File: config.mk
export PLATFORM = sky130hd
export DESIGN_NAME = core_ldst_mult_seq_flat
export DESIGN_NICKNAME = d
export VERILOG_FILES = /design/src/rtl/core_ldst_mult_seq_pkg.sv /design/src/rtl/core_ldst_mult_seq_if.sv /design/src/rtl/core_ldst_mult_prio.sv /design/src/rtl/core_ldst_mult_seq.sv /design/src/flat_wrapper.sv
export SDC_FILE = /design/constraint.sdc
export NUM_CORES = 1
export LEC_CHECK = 0
export CAP_MARGIN = 25
export CORE_UTILIZATION = 55
export CTS_CLUSTER_SIZE = 30
export DETAILED_ROUTE_END_ITERATION = 7
export PLACE_DENSITY = 0.91
export SYNTH_ARGS = -nofsm -noshare
export SYNTH_HDL_FRONTEND = slang
export SYNTH_SLANG_ARGS = --single-unit
File: constraint.sdc
create_clock -name clk -period 10 [get_ports clk]
set_clock_uncertainty 0.15 [all_clocks]
set_input_delay 2 -clock clk [delete_from_list [all_inputs] [get_ports clk]]
set_output_delay 2 -clock clk [all_outputs]
set_load 0.02 [all_outputs]
File: src/rtl/core_ldst_mult_seq_pkg.sv
// Shared micro-architecture types for the LDM/STM block-transfer sequencer.
// Optional abort support elsewhere is enabled with CORE_LDST_MULT_ABORT_EN.
package core_ldst_mult_seq_pkg;

    localparam int ADDR_W_DEF = 32;
    localparam int NREGS_DEF  = 16;
    localparam int WORD_BYTES = 4;

    typedef logic [ADDR_W_DEF-1:0]         word;
    typedef logic [$clog2(NREGS_DEF)-1:0]  reg_num;
    typedef logic [NREGS_DEF-1:0]          reg_list;

    // Encoded as {increment, pre_index}
    typedef enum logic [1:0] {
        DA = 2'b00,
        DB = 2'b01,
        IA = 2'b10,
        IB = 2'b11
    } ldst_mult_mode;

    typedef enum logic [1:0] {
        IDLE,
        XFER,
        FIN
    } seq_state;

    function automatic ldst_mult_mode mode_of(input logic increment, input logic pre_index);
        return ldst_mult_mode'({increment, pre_index});
    endfunction

endpackage

File: src/rtl/core_ldst_mult_seq_if.sv
// Issue-side and memory-side signals of the LDM/STM sequencer.
// mem_fault/fault exist only when CORE_LDST_MULT_ABORT_EN is defined.
interface core_ldst_mult_seq_if #(
    parameter int ADDR_W = 32,
    parameter int NREGS  = 16
);
    localparam int RW = $clog2(NREGS);

    logic              start;
    logic [ADDR_W-1:0] base;
    logic [NREGS-1:0]  reg_list;
    logic              increment;
    logic              pre_index;
    logic              load;
    logic              writeback;
    logic              busy;
    logic              mem_valid;
    logic [ADDR_W-1:0] mem_addr;
    logic              mem_write;
    logic              mem_ready;
    logic [RW-1:0]     xfer_reg;
    logic              xfer_last;
    logic              done;
    logic              wb_en;
    logic [ADDR_W-1:0] wb_value;
`ifdef CORE_LDST_MULT_ABORT_EN
    logic              mem_fault;
    logic              fault;

    // Sequencer side
    modport master (
        input  start, base, reg_list, increment, pre_index, load, writeback,
        input  mem_ready, mem_fault,
        output busy, mem_valid, mem_addr, mem_write, xfer_reg, xfer_last,
        output done, wb_en, wb_value, fault
    );

    // Issue / memory side
    modport slave (
        output start, base, reg_list, increment, pre_index, load, writeback,
        output mem_ready, mem_fault,
        input  busy, mem_valid, mem_addr, mem_write, xfer_reg, xfer_last,
        input  done, wb_en, wb_value, fault
    );
`else
    // Sequencer side
    modport master (
        input  start, base, reg_list, increment, pre_index, load, writeback,
        input  mem_ready,
        output busy, mem_valid, mem_addr, mem_write, xfer_reg, xfer_last,
        output done, wb_en, wb_value
    );

    // Issue / memory side
    modport slave (
        output start, base, reg_list, increment, pre_index, load, writeback,
        output mem_ready,
        input  busy, mem_valid, mem_addr, mem_write, xfer_reg, xfer_last,
        input  done, wb_en, wb_value
    );
`endif

endinterface

File: src/rtl/core_ldst_mult_prio.sv
// Lowest-set-bit encoder and popcount over a register list.
module core_ldst_mult_prio #(
    parameter int NREGS = 16
) (
    input  logic [NREGS-1:0]           i_list,
    output logic [$clog2(NREGS)-1:0]   o_index,
    output logic                       o_valid,
    output logic                       o_one_left,
    output logic [$clog2(NREGS+1)-1:0] o_count
);
    localparam int RW = $clog2(NREGS);
    localparam int CW = $clog2(NREGS+1);

    // Scan high to low so the lowest set bit is the final assignment
    always_comb begin
        o_index = '0;
        o_count = '0;
        for (int unsigned i = NREGS; i > 0; i--) begin
            if (i_list[i-1]) o_index = RW'(i - 1);
        end
        for (int unsigned i = 0; i < NREGS; i++) begin
            o_count = o_count + CW'(i_list[i]);
        end
        o_valid    = |i_list;
        o_one_left = (o_count == CW'(1));
    end

endmodule

File: src/rtl/core_ldst_mult_seq.sv
// LDM/STM sequencer: one word transaction per listed register, lowest
// register at lowest address, then a base writeback value.
// Build option CORE_LDST_MULT_ABORT_EN adds mem_fault/fault abort handling.
module core_ldst_mult_seq
    import core_ldst_mult_seq_pkg::*;
#(
    parameter int ADDR_W = 32,
    parameter int NREGS  = 16
) (
    input  logic clk,
    input  logic rst,
    core_ldst_mult_seq_if.master bus
);
    localparam int RW = $clog2(NREGS);
    localparam int CW = $clog2(NREGS+1);
    localparam logic [ADDR_W-1:0] STEP = ADDR_W'(WORD_BYTES);

    seq_state          r_state;
    seq_state          w_next;
    logic [NREGS-1:0]  r_list;
    logic [ADDR_W-1:0] r_addr;
    logic [ADDR_W-1:0] r_wb_value;
    logic              r_load;
    logic              r_wb;
    logic              r_fault;

    logic [NREGS-1:0]  w_prio_in;
    logic [RW-1:0]     w_idx;
    logic              w_valid;
    logic              w_one_left;
    logic [CW-1:0]     w_count;
    logic [ADDR_W-1:0] w_n4;
    logic [ADDR_W-1:0] w_first;
    logic [ADDR_W-1:0] w_wb_calc;
    logic              w_accept;
    logic              w_fault_in;

`ifdef CORE_LDST_MULT_ABORT_EN
    assign w_fault_in = bus.mem_fault;
`else
    assign w_fault_in = 1'b0;
`endif

    // One encoder serves both: incoming list for sizing in IDLE, remaining list otherwise
    assign w_prio_in = (r_state == IDLE) ? bus.reg_list : r_list;

    core_ldst_mult_prio #(.NREGS(NREGS)) u_prio (
        .i_list     (w_prio_in),
        .o_index    (w_idx),
        .o_valid    (w_valid),
        .o_one_left (w_one_left),
        .o_count    (w_count)
    );

    assign w_n4     = ADDR_W'({w_count, 2'b00});
    assign w_accept = (r_state == XFER) && bus.mem_ready;

    // First address and final base value for the requested addressing mode
    always_comb begin
        w_wb_calc = bus.increment ? (bus.base + w_n4) : (bus.base - w_n4);
        case (mode_of(bus.increment, bus.pre_index))
            IA:      w_first = bus.base;
            IB:      w_first = bus.base + STEP;
            DA:      w_first = bus.base - w_n4 + STEP;
            DB:      w_first = bus.base - w_n4;
            default: w_first = bus.base;
        endcase
    end

    // State register
    always_ff @(posedge clk or posedge rst) begin
        if (rst) r_state <= IDLE;
        else     r_state <= w_next;
    end

    // Next state and all outputs, decoded from the current state
    always_comb begin
        w_next        = r_state;
        bus.busy      = 1'b0;
        bus.mem_valid = 1'b0;
        bus.mem_addr  = '0;
        bus.mem_write = 1'b0;
        bus.xfer_reg  = '0;
        bus.xfer_last = 1'b0;
        bus.done      = 1'b0;
        bus.wb_en     = 1'b0;
        bus.wb_value  = '0;
`ifdef CORE_LDST_MULT_ABORT_EN
        bus.fault     = 1'b0;
`endif
        case (r_state)
            IDLE: begin
                if (bus.start) w_next = w_valid ? XFER : FIN;
            end
            XFER: begin
                bus.busy      = 1'b1;
                bus.mem_valid = 1'b1;
                bus.mem_addr  = {r_addr[ADDR_W-1:2], 2'b00};
                bus.mem_write = ~r_load;
                bus.xfer_reg  = w_idx;
                bus.xfer_last = w_one_left;
                if (w_accept && (w_one_left || w_fault_in)) w_next = FIN;
            end
            FIN: begin
                bus.done     = 1'b1;
                bus.wb_en    = r_wb & ~r_fault;
                bus.wb_value = r_wb_value;
`ifdef CORE_LDST_MULT_ABORT_EN
                bus.fault    = r_fault;
`endif
                w_next       = IDLE;
            end
            default: w_next = IDLE;
        endcase
    end

    // Transfer context: latched at start, stepped on each accepted beat
    always_ff @(posedge clk or posedge rst) begin
        if (rst) begin
            r_list     <= '0;
            r_addr     <= '0;
            r_wb_value <= '0;
            r_load     <= 1'b0;
            r_wb       <= 1'b0;
            r_fault    <= 1'b0;
        end else if (r_state == IDLE) begin
            if (bus.start) begin
                r_list     <= bus.reg_list;
                r_addr     <= w_first;
                r_wb_value <= w_wb_calc;
                r_load     <= bus.load;
                r_wb       <= bus.writeback;
                r_fault    <= 1'b0;
            end
        end else if (w_accept) begin
            // x & (x-1) drops the lowest set bit, i.e. the register just transferred
            r_list  <= r_list & (r_list - NREGS'(1));
            r_addr  <= r_addr + STEP;
            r_fault <= w_fault_in;
        end
    end

endmodule
File: src/flat_wrapper.sv
// flat-port wrapper written by rule: the top's interface ports become plain ports
module core_ldst_mult_seq_flat import core_ldst_mult_seq_pkg::*;
#(
    parameter int ADDR_W = 32,
    parameter int NREGS  = 16
)
  (clk, rst, bus_start, bus_base, bus_reg_list, bus_increment, bus_pre_index, bus_load, bus_writeback, bus_mem_ready, bus_busy, bus_mem_valid, bus_mem_addr, bus_mem_write, bus_xfer_reg, bus_xfer_last, bus_done, bus_wb_en, bus_wb_value);
  core_ldst_mult_seq_if #(.ADDR_W(ADDR_W), .NREGS(NREGS)) bus_i ();
  input  logic clk;
  input  logic rst;
  input wire logic [$bits(bus_i.start)-1:0] bus_start;
  input wire logic [$bits(bus_i.base)-1:0] bus_base;
  input wire logic [$bits(bus_i.reg_list)-1:0] bus_reg_list;
  input wire logic [$bits(bus_i.increment)-1:0] bus_increment;
  input wire logic [$bits(bus_i.pre_index)-1:0] bus_pre_index;
  input wire logic [$bits(bus_i.load)-1:0] bus_load;
  input wire logic [$bits(bus_i.writeback)-1:0] bus_writeback;
  input wire logic [$bits(bus_i.mem_ready)-1:0] bus_mem_ready;
  output wire logic [$bits(bus_i.busy)-1:0] bus_busy;
  output wire logic [$bits(bus_i.mem_valid)-1:0] bus_mem_valid;
  output wire logic [$bits(bus_i.mem_addr)-1:0] bus_mem_addr;
  output wire logic [$bits(bus_i.mem_write)-1:0] bus_mem_write;
  output wire logic [$bits(bus_i.xfer_reg)-1:0] bus_xfer_reg;
  output wire logic [$bits(bus_i.xfer_last)-1:0] bus_xfer_last;
  output wire logic [$bits(bus_i.done)-1:0] bus_done;
  output wire logic [$bits(bus_i.wb_en)-1:0] bus_wb_en;
  output wire logic [$bits(bus_i.wb_value)-1:0] bus_wb_value;
  assign bus_i.start = bus_start;
  assign bus_i.base = bus_base;
  assign bus_i.reg_list = bus_reg_list;
  assign bus_i.increment = bus_increment;
  assign bus_i.pre_index = bus_pre_index;
  assign bus_i.load = bus_load;
  assign bus_i.writeback = bus_writeback;
  assign bus_i.mem_ready = bus_mem_ready;
  assign bus_busy = bus_i.busy;
  assign bus_mem_valid = bus_i.mem_valid;
  assign bus_mem_addr = bus_i.mem_addr;
  assign bus_mem_write = bus_i.mem_write;
  assign bus_xfer_reg = bus_i.xfer_reg;
  assign bus_xfer_last = bus_i.xfer_last;
  assign bus_done = bus_i.done;
  assign bus_wb_en = bus_i.wb_en;
  assign bus_wb_value = bus_i.wb_value;
  core_ldst_mult_seq #(.ADDR_W(ADDR_W), .NREGS(NREGS)) u_core (.clk(clk), .rst(rst), .bus(bus_i));
endmodule
# [Word level (Yosys, flattened, before mapping)]
# Index checks and enable logic that the tools add are counted.
# Widths: inputs -> output; s select.
[totals] register_bits=85 input_bits=56 word_cells=89 output_inout_bits=74
[op_classes] add_sub_neg=21 reduce_logical=9 n_eq_ne=8 muxes=40 bitwise_logic=4
[ops] op="$mux 32" n=6
[ops] op="$pmux 32 s4" n=1
[ops] op="$add 32x3->32 const B" n=3
[ops] op="$mux 4" n=17
[ops] op="$mux 16" n=4
[ops] op="$add 5x1->5" n=11
[ops] op="$add 32x7->32" n=1
[ops] op="$sub 32x7->32" n=1
[ops] op="$and 16x16->16" n=1
[ops] op="$reduce_or 16->1" n=1
[ops] op="$sub 16x1->16 const B" n=1
[ops] op="$mux 1" n=8
[ops] op="$eq 2x2->1 const B" n=3
[ops] op="$mux 2" n=3
[ops] op="$reduce_and 2->1" n=3
[ops] op="$add 4x1->5" n=1
[ops] op="$eq 5x1->1 const B" n=1
[ops] op="$add 3x1->4" n=1
[ops] op="$eq 2x1->1 const B" n=2
[ops] op="$logic_not 2->1" n=2
[ops] op="$ne 2x2->1 const B" n=2
[ops] op="$pmux 2 s2" n=1
[ops] op="$add 2x1->3" n=1
[ops] op="$add 1x1->2" n=1
[ops] op="4 further kinds" n=6

# [Logic depth before layout (Yosys ltp)]
[logic_depth] word_depth=22 ltp_mapped=31 ltp_nobuf=27

# [Cells and area by module]
# Synthesis repeated with hierarchy kept, for this count alone.
[unflattened] hier_cells=1193 hier_area_um2=8864.8
[modules_own_cells] mod="core_ldst_mult_seq" n_inst=1 area_per_inst_um2=8298.0 cells_per_inst=1119 seq_area_each_um2=2052.0
[modules_own_cells] mod="core_ldst_mult_prio" n_inst=1 area_per_inst_um2=566.8 cells_per_inst=74 seq_area_each_um2=0.0

# [Least setup slack after synthesis]
# No wires, ideal clock.
[synth_timing] path_kind="input to register" from="input bus_reg_list[5]" to="register u_core.r_addr[31]" t_arrival_ps=8012 required_time_ps=9709 slack_ps=1697 setup_time_ps=141 n_path_buf=1 cell_stages=24 path_cell_list="mux2i_1 inv_1 fa_1 inv_1 fa_1 fa_1 fa_1 inv_1 ha_1 inv_1 fa_1 xor2_1 inv_1 ha_1 clkbuf_1 or3b_1 a211oi_2 nor4_4 xnor2_1 or3_1 or2_0 or4_1 o2111ai_1 a31oi_1"
[synth_via] elab_chain_cells=17
[synth_rtl] element="start: declaration" line_no="flat_wrapper.sv:13" text="input wire logic [$bits(bus_i.reg_list)-1:0] bus_reg_list;"
[synth_rtl] element="$mux 16 *" line_no="core_ldst_mult_seq.sv:45" text="assign w_prio_in = (r_state == IDLE) ? bus.reg_list : r_list;"
[synth_rtl] element="$add 5x1->5 * (11 in series)" line_no="core_ldst_mult_prio.sv:22" text="o_count = o_count + CW'(i_list[i]);"
[synth_rtl] element="$sub 32x7->32 *" line_no="core_ldst_mult_seq.sv:64, core_ldst_mult_seq.sv:65"
[synth_rtl] element="$add 32x3->32" line_no="core_ldst_mult_seq.sv:64" text="DA: w_first = bus.base - w_n4 + STEP;"
[synth_rtl] element="$pmux 32 s4 *" line_no="core_ldst_mult_seq.sv:61" text="case (mode_of(bus.increment, bus.pre_index))"
[synth_rtl] element="$mux 32 *" line_no="core_ldst_mult_seq.sv:127" text="if (bus.start) begin"
[synth_rtl] element="$mux 32 *" line_no="core_ldst_mult_seq.sv:126" text="end else if (r_state == IDLE) begin"
[synth_rtl] element="end signal: assignment" line_no="core_ldst_mult_seq.sv:129" text="r_addr <= w_first;"
[synth_rtl] element="end signal: assignment" line_no="core_ldst_mult_seq.sv:138" text="r_addr <= r_addr + STEP;"
[synth_rtl] element="end: declaration" line_no="core_ldst_mult_seq.sv:21" text="logic [ADDR_W-1:0] r_addr;"
# Mark *: on every way between the ends. The rest lies on a longest branch, timed or not. The select of a mux whose other input is x is not followed.
# A chain may end at the register's enable or synchronous reset.

# [Worst setup path after layout]
[layout_timing] from="input bus_reg_list[5]" to="register u_core.r_addr[24]"
# Same word-level chain as after synthesis.

==> summary.txt <==
Status
  • Status: finished, final reports clean

Global routing
  • Vias in the first global route: about 9,100
  • Initial antenna violation count: 0
  • Largest net degree at the start of global routing: 87
  • GRT overflow: 0
  • Met1 usage: 0.415
  • GRT Max-Usage Layer: met2
  • GRT Util Overall: 0.349
  • Met3 Usage GRT: 0.0599
  • First-pass GRT wire length: roughly 45 mm
  • GR Util met2: 0.586

Synth
  • Yosys reg bits: 82
  • Number of library cell types mapped by synthesis: about 80
  • Synth top area cells: dfrtp_1 (24%), nand2_1 (6.5%), o21ai_0 (5.9%), and2_1 (5.0%), xnor2_1 (4.1%)
  • Largest family of logic cells by synthesized area: simple AND/OR/NAND/NOR gates
  • Netlist area before placement: 8650 um2
  • Top FF cell, synth: dfrtp_1
  • Register area share after synthesis: 0.237
  • Synth Area in Simple Gates: 0.308
  • Synth Area in Compound Gates: 0.230
  • Cell taking the most area after synthesis: dfrtp_1
  • Proportion of synthesized area in mux cells: 0.0304
  • EDFF count, synth: 0
  • Most numerous cell in the Yosys netlist: nand2_1
  • XOR/XNOR share of the synthesized area: 0.0739
  • Gate count of the mapped netlist: about 1,200
  • Adder and majority cell fraction of the synthesized area: 0.0596
  • Post-synth top area share: 0.237
  • Synthesis Warnings: 0
  • Syn Area/Cell: ~7.4 um2
  • FFs w/ async S/R, synth: 1.00
  • Post-synth top cells: nand2_1 (150), o21ai_0 (102), dfrtp_1 (82)

STA
  • Min Clock Period, post-route: approximately 9.4 ns
  • Final hold vios: 0
  • Fin. max-slew vios: 0
  • RSZ-0062 raised after global routing: no
  • Post-route clock period utilization: 0.944
  • Max Fclk: roughly 110 MHz
  • Fin Setup TNS: 0 ns
  • Setup violators final: 0
  • Slew margin rel.: 0.308
  • Worst slew pin tran: 1.03 ns

Route
  • Pre-antenna DRT Iters: 6
  • Drt total wl: 28.0 mm
  • Routed Antenna Nets: 0
  • Vias per inst: roughly 6.5
  • Iteration-0 DRC Markers: around 1,000
  • DRC: 0
  • Drt wl/cell: ~19 um
  • Via count: ~9,500

Floorplan
  • # IOs: 130
  • Die area: 16,200 um2
  • Core Area: around 15,000 um2
  • Die Y: between 100 and 150 um
  • Initial core utilization: 0.567
  • Site Rows: 45
  • Chip width: 127 um

Critical path
  • Critical Path Fanout Max: 16
  • Setup CP Type: input pin to register
  • Critical-path cell list: clkdlybuf4s50_1, mux2i_1, inv_1, fa_1, inv_1, fa_1, fa_1, fa_1, inv_1, ha_1, inv_1, fa_1, xor2_1, inv_1, ha_1, and2b_1, a2111oi_4, o21a_1, o22ai_1, nor4_1, nand4_1, nor4b_1, xnor2_1, o21ai_0
  • CP endpoint kind: register
  • Required time worst endpoint: 10.08 ns
  • CP startpoint kind: input pin
  • CP max-delay cell: a2111oi_4
  • Crit path DAT: between 9 and 10 ns
  • Worst path max stage delay: 0.84 ns

Clocking
  • Post-CTS Resized: 0
  • Clock slew at the register clock pins of the worst setup and hold paths: approximately 0.060 ns
  • CTS tree: built
  • Cts hold-fix bufs: 0
  • Worst-Skew Late Latency: 0.35 ns
  • Num CTS Buffers: 9
  • Max Buffers Root-to-Sink: 2
  • H-tree depth: 3
  • Setup Fix Bufs, Post-CTS: 0
  • Root Buffer Master: clkbuf_16
  • Clock Sinks: 82

Run
  • Max-cap violations: 0

Placed design
  • Gp weighted congestion: slightly below 1
  • HPWL Detailed: just over 20 mm
  • Post-DP Area: 9980 um2
  • Port bufs: 127

Cells and area
  • P&R area growth vs syn: 19.2%
  • Register area: 2050 um2
  • Cell area after layout: just over 10,000 um2
  • Fillers: approximately 1,300
  • Layout cells sized above 1: 0.0465
  • Area of the multi-input gates: 6090 um2
  • Antenna Cells: 0
  • Final Net Count: between 1,000 and 1,500

Hold path
  • Hold Path Class: register to register
kinds of logic (layout without fill, tap and decap cells):
kind of cell / count (synthesis) / in the layout
flip-flops: 82 / 82
other: 1 / 2
AND/OR/NAND/NOR: 513 / 513
adder cells (fa/ha/maj): 34 / 34
AO/OA/AOI/OAI: 313 / 313
XOR/XNOR: 73 / 73
buffers and inverters: 132 / 205
multiplexers: 26 / 26
layer usage:
| metal | vias to the layer above | wire length (um) | share of wire |
|---|---|---|---|
| met5 | - | 0 | 0 |
| met4 | 0 | 1560 | 0.056 |
| met3 | 124 | 2320 | 0.083 |
| met2 | 582 | 13400 | 0.48 |
| met1 | 4443 | 10700 | 0.38 |
| li1 | 4375 | - | - |
worst paths after layout:
path                                                       start                           endpoint  slack [ns]  cells after the start
worst max-delay path                             bus_reg_list[5]      u_core.r_addr[24]$_DFFE_PP0P_        0.56                     24
worst min-delay path            u_core.r_wb_value[5]$_DFFE_PP0P_   u_core.r_wb_value[5]$_DFFE_PP0P_        0.31                      2
worst max register to register     u_core.r_state[0]$_DFFE_PP0P_      u_core.r_addr[24]$_DFFE_PP0P_        1.55                     25
worst min register to register  u_core.r_wb_value[5]$_DFFE_PP0P_   u_core.r_wb_value[5]$_DFFE_PP0P_        0.31                      2
max in group asynchronous                                    rst      u_core.r_addr[18]$_DFFE_PP0P_        7.16                      4
min in group asynchronous                                    rst  u_core.r_wb_value[13]$_DFFE_PP0P_        1.91                      3
cell usage in the layout (no fill, tap or decap), drive strengths merged, types with 36 or more instances in the layout:
master	netlist	routed
nand2	150	150
clkdlybuf4s50	0	127
o21ai	107	107
dfrtp	82	82
nor2	72	72
a21oi	69	69
and2	69	69
nand3	44	44
inv	45	44
nor3	41	41
xnor2	40	40
nor4	36	36
per-stage QoR:
step / hold WS [ns] / util / worst slack (ns) / std cells
final: 0.308 / 0.676 / 0.564 / 1459
after global routing: 0.335 / 0.676 / 0.0480 / 1459
after CTS: 0.312 / 0.675 / 0.713 / 1458
after detailed placement: 0.299 / 0.654 / 0.392 / 1442
after global placement: 0.293 / 0.653 / 0.551 / 1441
after floorplan: 0.280 / - / 1.70 / 1175
cell type report:
cell class,count,area share
tap,211,0.0256
sequential,82,0.199
clock inverter,5,0.00607
clock buffer,11,0.0245
timing repair buffer,143,0.137
multi-input combinational,961,0.591
inverter,46,0.0169
sequential cells by signal, indices dropped and copies added, names as in the netlist:
name / count
u_core.r_addr: 30
u_core.r_list: 16
u_core.r_load: 1
u_core.r_state: 2
u_core.r_wb: 1
u_core.r_wb_value: 32
worst max-delay path: cells and delay by family:
| family | cells | cell delay, ns |
|---|---|---|
| AOI/OAI and AO/OA | 4 | 1.36 |
| xor gates and xnor gates | 2 | 0.41 |
| adders and majority gates | 7 | 2.94 |
| buffers and inverters | 6 | 0.80 |
| muxes | 1 | 0.28 |
| and+or+nand+nor | 4 | 1.72 |
Power is left out: the tool's default activity adds up to more than one toggle a clock period on the data nets, which glitch-free logic cannot reach.
